File: config.mk
export PLATFORM = sky130hd
export DESIGN_NAME = serial_sub_flat
export DESIGN_NICKNAME = d
export VERILOG_FILES = /design/src/rtl/serial_sub_if.sv /design/src/rtl/serial_sub.sv /design/src/flat_wrapper.sv
export SDC_FILE = /design/constraint.sdc
export NUM_CORES = 1
export LEC_CHECK = 0
export CORE_UTILIZATION = 57
export DETAILED_ROUTE_END_ITERATION = 8
export GPL_TIMING_DRIVEN = 0
export PLACE_DENSITY_LB_ADDON = 0.25
export SYNTH_ARGS = -nofsm -noshare
export SYNTH_HDL_FRONTEND = slang
export SYNTH_SLANG_ARGS = --single-unit
File: constraint.sdc
create_clock -name clk -period 2.3 [get_ports clk]
set_input_delay 0.69 -clock clk [delete_from_list [all_inputs] [get_ports clk]]
set_output_delay 0.69 -clock clk [all_outputs]
set_load 0.02 [all_outputs]
File: src/rtl/serial_sub_if.sv
// serial_sub_if -- handshake and data bundle for the bit-serial subtractor.
//
// Signals:
//   start  request from the controller, only looked at while the unit is idle
//   a, b   minuend and subtrahend, W bits each
//   bin    borrow-in
//   busy   unit is working (RUN or DONE)
//   done   one-cycle result-valid pulse
//   diff   (a - b - bin) mod 2^W, held until the next completion
//   bout   final borrow-out, 1 when a < b + bin
//
// Modports:
//   master  controller side: drives the request and operands
//   slave   subtractor side: drives status and result
interface serial_sub_if #(
  parameter int W = 8
);
  logic         start;
  logic [W-1:0] a;
  logic [W-1:0] b;
  logic         bin;
  logic         busy;
  logic         done;
  logic [W-1:0] diff;
  logic         bout;

  modport master (
    output start, a, b, bin,
    input  busy, done, diff, bout
  );

  modport slave (
    input  start, a, b, bin,
    output busy, done, diff, bout
  );
endinterface

File: src/rtl/serial_sub.sv
// serial_sub -- bit-serial full subtractor, one bit per clock, LSB first.
//
// A single full-subtractor cell is reused for every bit position.  The
// borrow between positions lives in one flop.  The operands are shifted
// right past the cell.  Difference bits enter the result register at the
// MSB, so after W shifts the result sits in its natural bit order.
//
// Ports:
//   clk   rising-edge clock
//   rst   asynchronous, active-high reset
//   bus   serial_sub_if.slave
//           start/a/b/bin in; busy/done/diff/bout out, all registered
//
// Timing: start accepted at edge k -> done high in the cycle after edge k+W.
// busy covers the W RUN cycles plus the DONE cycle.
module serial_sub #(
  parameter int W = 8
) (
  input  logic        clk,
  input  logic        rst,
  serial_sub_if.slave bus
);

  localparam int CW = (W > 1) ? $clog2(W) : 1;
  localparam logic [CW-1:0] CNT_LAST = CW'(W - 1);
  localparam logic [CW-1:0] CNT_ONE  = CW'(1);

  typedef enum logic [1:0] {
    IDLE = 2'd0,
    RUN  = 2'd1,
    DONE = 2'd2
  } state_e;

  state_e         state_q, state_d;
  logic [W-1:0]   a_sr_q, a_sr_d;
  logic [W-1:0]   b_sr_q, b_sr_d;
  logic [W-1:0]   res_q, res_d;
  logic           bor_q, bor_d;
  logic [CW-1:0]  cnt_q, cnt_d;
  logic [W-1:0]   diff_q, diff_d;
  logic           bout_q, bout_d;
  logic           busy_q, busy_d;
  logic           done_q, done_d;

  logic           diff_bit_s;
  logic           bor_next_s;

  // Full-subtractor cell on the current LSBs and the carried borrow.
  function automatic logic [1:0] fsub_cell(input logic ai, input logic bi, input logic bori);
    logic d;
    logic bo;
    d  = ai ^ bi ^ bori;
    bo = (~ai & bi) | (~(ai ^ bi) & bori);
    return {bo, d};
  endfunction

  // Next-state, datapath and registered-output decode.
  always_comb begin
    state_d = state_q;
    a_sr_d  = a_sr_q;
    b_sr_d  = b_sr_q;
    res_d   = res_q;
    bor_d   = bor_q;
    cnt_d   = cnt_q;
    diff_d  = diff_q;
    bout_d  = bout_q;

    {bor_next_s, diff_bit_s} = fsub_cell(a_sr_q[0], b_sr_q[0], bor_q);

    case (state_q)
      IDLE: begin
        if (bus.start) begin
          a_sr_d  = bus.a;
          b_sr_d  = bus.b;
          bor_d   = bus.bin;
          cnt_d   = '0;
          state_d = RUN;
        end else begin
          state_d = IDLE;
        end
      end
      RUN: begin
        a_sr_d = {1'b0, a_sr_q[W-1:1]};
        b_sr_d = {1'b0, b_sr_q[W-1:1]};
        res_d  = {diff_bit_s, res_q[W-1:1]};
        bor_d  = bor_next_s;
        cnt_d  = cnt_q + CNT_ONE;
        if (cnt_q == CNT_LAST) begin
          // Last bit: publish the result including the bit produced now.
          diff_d  = {diff_bit_s, res_q[W-1:1]};
          bout_d  = bor_next_s;
          state_d = DONE;
        end else begin
          state_d = RUN;
        end
      end
      DONE: begin
        state_d = IDLE;
      end
      default: begin
        state_d = IDLE;
      end
    endcase

    // Status flags follow the state being entered so they are flop outputs.
    busy_d = (state_d != IDLE);
    done_d = (state_d == DONE);
  end

  // State, datapath and output registers.
  always_ff @(posedge clk or posedge rst) begin
    if (rst) begin
      state_q <= IDLE;
      a_sr_q  <= '0;
      b_sr_q  <= '0;
      res_q   <= '0;
      bor_q   <= 1'b0;
      cnt_q   <= '0;
      diff_q  <= '0;
      bout_q  <= 1'b0;
      busy_q  <= 1'b0;
      done_q  <= 1'b0;
    end else begin
      state_q <= state_d;
      a_sr_q  <= a_sr_d;
      b_sr_q  <= b_sr_d;
      res_q   <= res_d;
      bor_q   <= bor_d;
      cnt_q   <= cnt_d;
      diff_q  <= diff_d;
      bout_q  <= bout_d;
      busy_q  <= busy_d;
      done_q  <= done_d;
    end
  end

  assign bus.busy = busy_q;
  assign bus.done = done_q;
  assign bus.diff = diff_q;
  assign bus.bout = bout_q;

endmodule

File: src/flat_wrapper.sv
// flat-port wrapper written by rule: the top's interface ports become plain ports
module serial_sub_flat 
#(
  parameter int W = 8
)
  (clk, rst, bus_start, bus_a, bus_b, bus_bin, bus_busy, bus_done, bus_diff, bus_bout);
  serial_sub_if #(.W(W)) bus_i ();
  input  logic clk;
  input  logic rst;
  input wire logic [$bits(bus_i.start)-1:0] bus_start;
  input wire logic [$bits(bus_i.a)-1:0] bus_a;
  input wire logic [$bits(bus_i.b)-1:0] bus_b;
  input wire logic [$bits(bus_i.bin)-1:0] bus_bin;
  output wire logic [$bits(bus_i.busy)-1:0] bus_busy;
  output wire logic [$bits(bus_i.done)-1:0] bus_done;
  output wire logic [$bits(bus_i.diff)-1:0] bus_diff;
  output wire logic [$bits(bus_i.bout)-1:0] bus_bout;
  assign bus_i.start = bus_start;
  assign bus_i.a = bus_a;
  assign bus_i.b = bus_b;
  assign bus_i.bin = bus_bin;
  assign bus_busy = bus_i.busy;
  assign bus_done = bus_i.done;
  assign bus_diff = bus_i.diff;
  assign bus_bout = bus_i.bout;
  serial_sub #(.W(W)) u_core (.clk(clk), .rst(rst), .bus(bus_i));
endmodule
==> flow_metrics.env, run 1 <==
export IMPL_wl_microns=3520
export IMPL_finalCritPeriodShare=0.881
export IMPL_synthArstFlopShare=1.00
export IMPL_vias_per_cell=5.51
export IMPL_crit_chain="clkdlybuf4s50_1"
export IMPL_area_growth_pct=22.5
export IMPL_tightest_slew_ns=0.802
export IMPL_drt_iter0_drc=56
export IMPL_clk_pin_slew_worst_paths_ns=0.13
export IMPL_crit_path_start_kind="register"
export IMPL_power_frac_seq=0.396
export IMPL_cap_viol_max_count=0
export IMPL_ys_seq_area_frac=0.523
export IMPL_drcViolationCount=0
export IMPL_worst_path_stages=1
export IMPL_ys_ff_latch=40
export IMPL_via_count=1268
export IMPL_reg2reg_setup_slack_ns=0.77
export IMPL_p_int_w=0.00204
export IMPL_syn_avg_cell_area_sq_um=12.9
export IMPL_antenna_found_initial=0
export IMPL_fillers=219
export IMPL_final_common_cell="dfrtp_1"
export IMPL_wl_per_cell_microns=15.3
export IMPL_worst_path_buf_inv=1
export IMPL_p_comb_frac=0.457
export IMPL_min_path_cells=1
export IMPL_worstHoldPathType="register to register"
export IMPL_r2r_start="u_core.cnt_q[0]"
export IMPL_tns_ns=0
export IMPL_leakage_nw=1.07
export IMPL_reg2reg_to="u_core.bus.diff[0]"
export IMPL_p_sw_w=0.00106
export IMPL_status="complete, no violations"
export IMPL_end_kind="output port"
export IMPL_cts_tree="built"
export IMPL_reg2regPathDepth=5
export IMPL_path_max_fanout=2
export IMPL_drive_gt1_frac=0.220
export IMPL_synth_area_sq_um=1910
export IMPL_ios=31
export IMPL_layout_nets=208
export IMPL_maxSlewViolCount=0
export IMPL_cpPeakStageDelay_ns=0.61
export IMPL_pwr_density_cell_nw_per_um2=1320
export IMPL_min_from="u_core.a_sr_q[7]"
export IMPL_cts_setup_buffers=0
export IMPL_hold_buffers=0
export IMPL_grt_max_degree=41
export IMPL_relSlewSlack=0.465
export IMPL_power_share_clock=0.148
export IMPL_coreArea_sq_um=3130
export IMPL_synth_edf_count=0
export IMPL_cp_slowest_cell="clkdlybuf4s50_1"
export IMPL_die_y_microns=60.0
export IMPL_row_count=20
export IMPL_gp_congestion=0.762
export IMPL_cts_buffers=5
export IMPL_cp_top_family="buffers and inverters"
export IMPL_setup_viol=0
export IMPL_grt_first_pass_wirelength_microns=6020
export IMPL_hold_viol=0
export IMPL_ys_warn_count=0
export IMPL_cts_root_buffer_cell="clkbuf_4"
export IMPL_placed_area_sq_um=2270
export IMPL_synth_nets=171
export IMPL_layout_common_cells="40 x dfrtp_1, 30 x clkdlybuf4s50_1, 19 x inv_1"
export IMPL_ant_nets=0
export IMPL_worst_skew_pair_late_latency_ns=0.35
export IMPL_period_minus_slack_ns=2.03
export IMPL_utilization=0.750
export IMPL_skew_ns=0.0125
export IMPL_start_util=0.612
export IMPL_vdd_ir_drop_worst_mv=0.572
export IMPL_arrival_ns=1.34
export IMPL_holdPathEnd="u_core.a_sr_q[7]"
export IMPL_grt_usage=0.233
export IMPL_grt_pass1_vias=1299
export IMPL_grt_overflow_total=0
export IMPL_dieArea_sq_um=3590
export IMPL_die_w_microns=60.0
export IMPL_max_freq_mhz=493
export IMPL_place_hpwl_microns=2400
export IMPL_critical_path_class="register to output port"
export IMPL_cts_num_sinks=40
export IMPL_dr_pass1_iters=4
export IMPL_fin_area_sq_um=2350
export IMPL_cts_resized=0
export IMPL_rsz0062_at_grt="no"
export IMPL_switching_share=0.343
export IMPL_cts_max_level=2
export IMPL_syn_inst=148
export IMPL_diodes=0
export IMPL_cp_required_ns=1.61
export IMPL_clockBufferDepth=2
export IMPL_synth_cell_types=22
export IMPL_synth_ff_type="dfrtp_1"
export IMPL_io_buffers=30
==> metrics by stage <==
step | total power (W) | setup slack [ns] | hold slack, ns | cells
2_1_floorplan | 0.00222 | 0.692 | 0.470 | 148
3_3_place_gp | 0.00258 | -0.0982 | 0.487 | 222
3_5_place_dp | 0.00266 | 0.186 | 0.498 | 222
4_1_cts | 0.00312 | 0.257 | 0.525 | 230
5_1_grt | 0.00331 | 0.200 | 0.546 | 230
6_report | 0.00310 | 0.273 | 0.525 | 230
==> state kept, by name, indices dropped and copies added (netlist names) <==
signal	cells
u_core.a_sr_q	8
u_core.b_sr_q	8
u_core.bor_q	1
u_core.bus.bout	1
u_core.bus.busy	1
u_core.bus.diff	8
u_core.bus.done	1
u_core.cnt_q	3
u_core.res_q	7
u_core.state_q	2
==> power groups by stage <==
stage | Sequential [W] | Combinational [W] | Clock (W)
2_1_floorplan | 0.00130 | 0.000917 | 0
3_3_place_gp | 0.00122 | 0.00136 | 0
3_5_place_dp | 0.00125 | 0.00141 | 0
4_1_cts | 0.00123 | 0.00142 | 0.000465
5_1_grt | 0.00127 | 0.00154 | 0.000501
6_report | 0.00123 | 0.00141 | 0.000457
==> routing by layer <==
layer	GRT usage	up-vias	wire length (microns)
met5	0	-	0
met4	0.0698	0	42
met3	0.0584	5	155
met2	0.417	36	1800
met1	0.274	630	1530
li1	-	597	-
==> logic make-up (layout without fill, tap and decap cells) <==
logic type | Yosys count | count (layout) | synth area share
flip-flops | 40 | 40 | 0.523
adder cells (fa/ha/maj) | 3 | 3 | 0.0235
buffers and inverters | 33 | 71 | 0.0921
AND/OR/NAND/NOR | 34 | 34 | 0.155
AO/OA/AOI/OAI | 21 | 21 | 0.0935
multiplexers | 17 | 17 | 0.113
==> synthesized netlist by cell type (2+ instances only) <==
| cell type | number | area (sq um) |
|---|---|---|
| ha_1 | 2 | 25.0 |
| buf_2 | 5 | 25.0 |
| mux2_4 | 7 | 105 |
| dfrtp_1 | 40 | 1000 |
| buf_6 | 6 | 67.6 |
| nor3b_1 | 15 | 113 |
| a22o_1 | 4 | 35.0 |
| nor4b_1 | 14 | 123 |
| inv_1 | 20 | 75.1 |
| mux2_2 | 9 | 101 |
| a211oi_1 | 14 | 105 |
| nand2b_1 | 2 | 12.5 |
==> cell type report <==
type                       instances  area, sq um  share of cell area
multi-input combinational         75          737               0.314
sequential                        40         1000               0.427
clock buffer                       6         41.3              0.0176
timing repair buffer              30          300               0.128
tap                               44         55.1              0.0235
clock inverter                     2         35.0              0.0149
inverter                          20         75.1              0.0320
buffer                            13          101              0.0432
==> how the worst max path moves through the flow <==
stage                  startpoint                to  slack (ns)
2_1_floorplan                 rst  u_core.a_sr_q[0]        0.69
3_3_place_gp                  rst  u_core.b_sr_q[4]        -0.1
3_5_place_dp            bus_start  u_core.a_sr_q[5]        0.19
4_1_cts        u_core.bus.diff[0]       bus_diff[0]        0.26
5_1_grt           u_core.bus.bout          bus_bout        0.20
6_report       u_core.bus.diff[7]       bus_diff[7]        0.27
No activity file was read; power rests on OpenSTA's default activity.
==> inputs of run 2 (changes only) <==
CAP_MARGIN = 40   (was default)
==> results of run 2 <==
No change in the layout: final DEF, timing and power equal those of run 1.
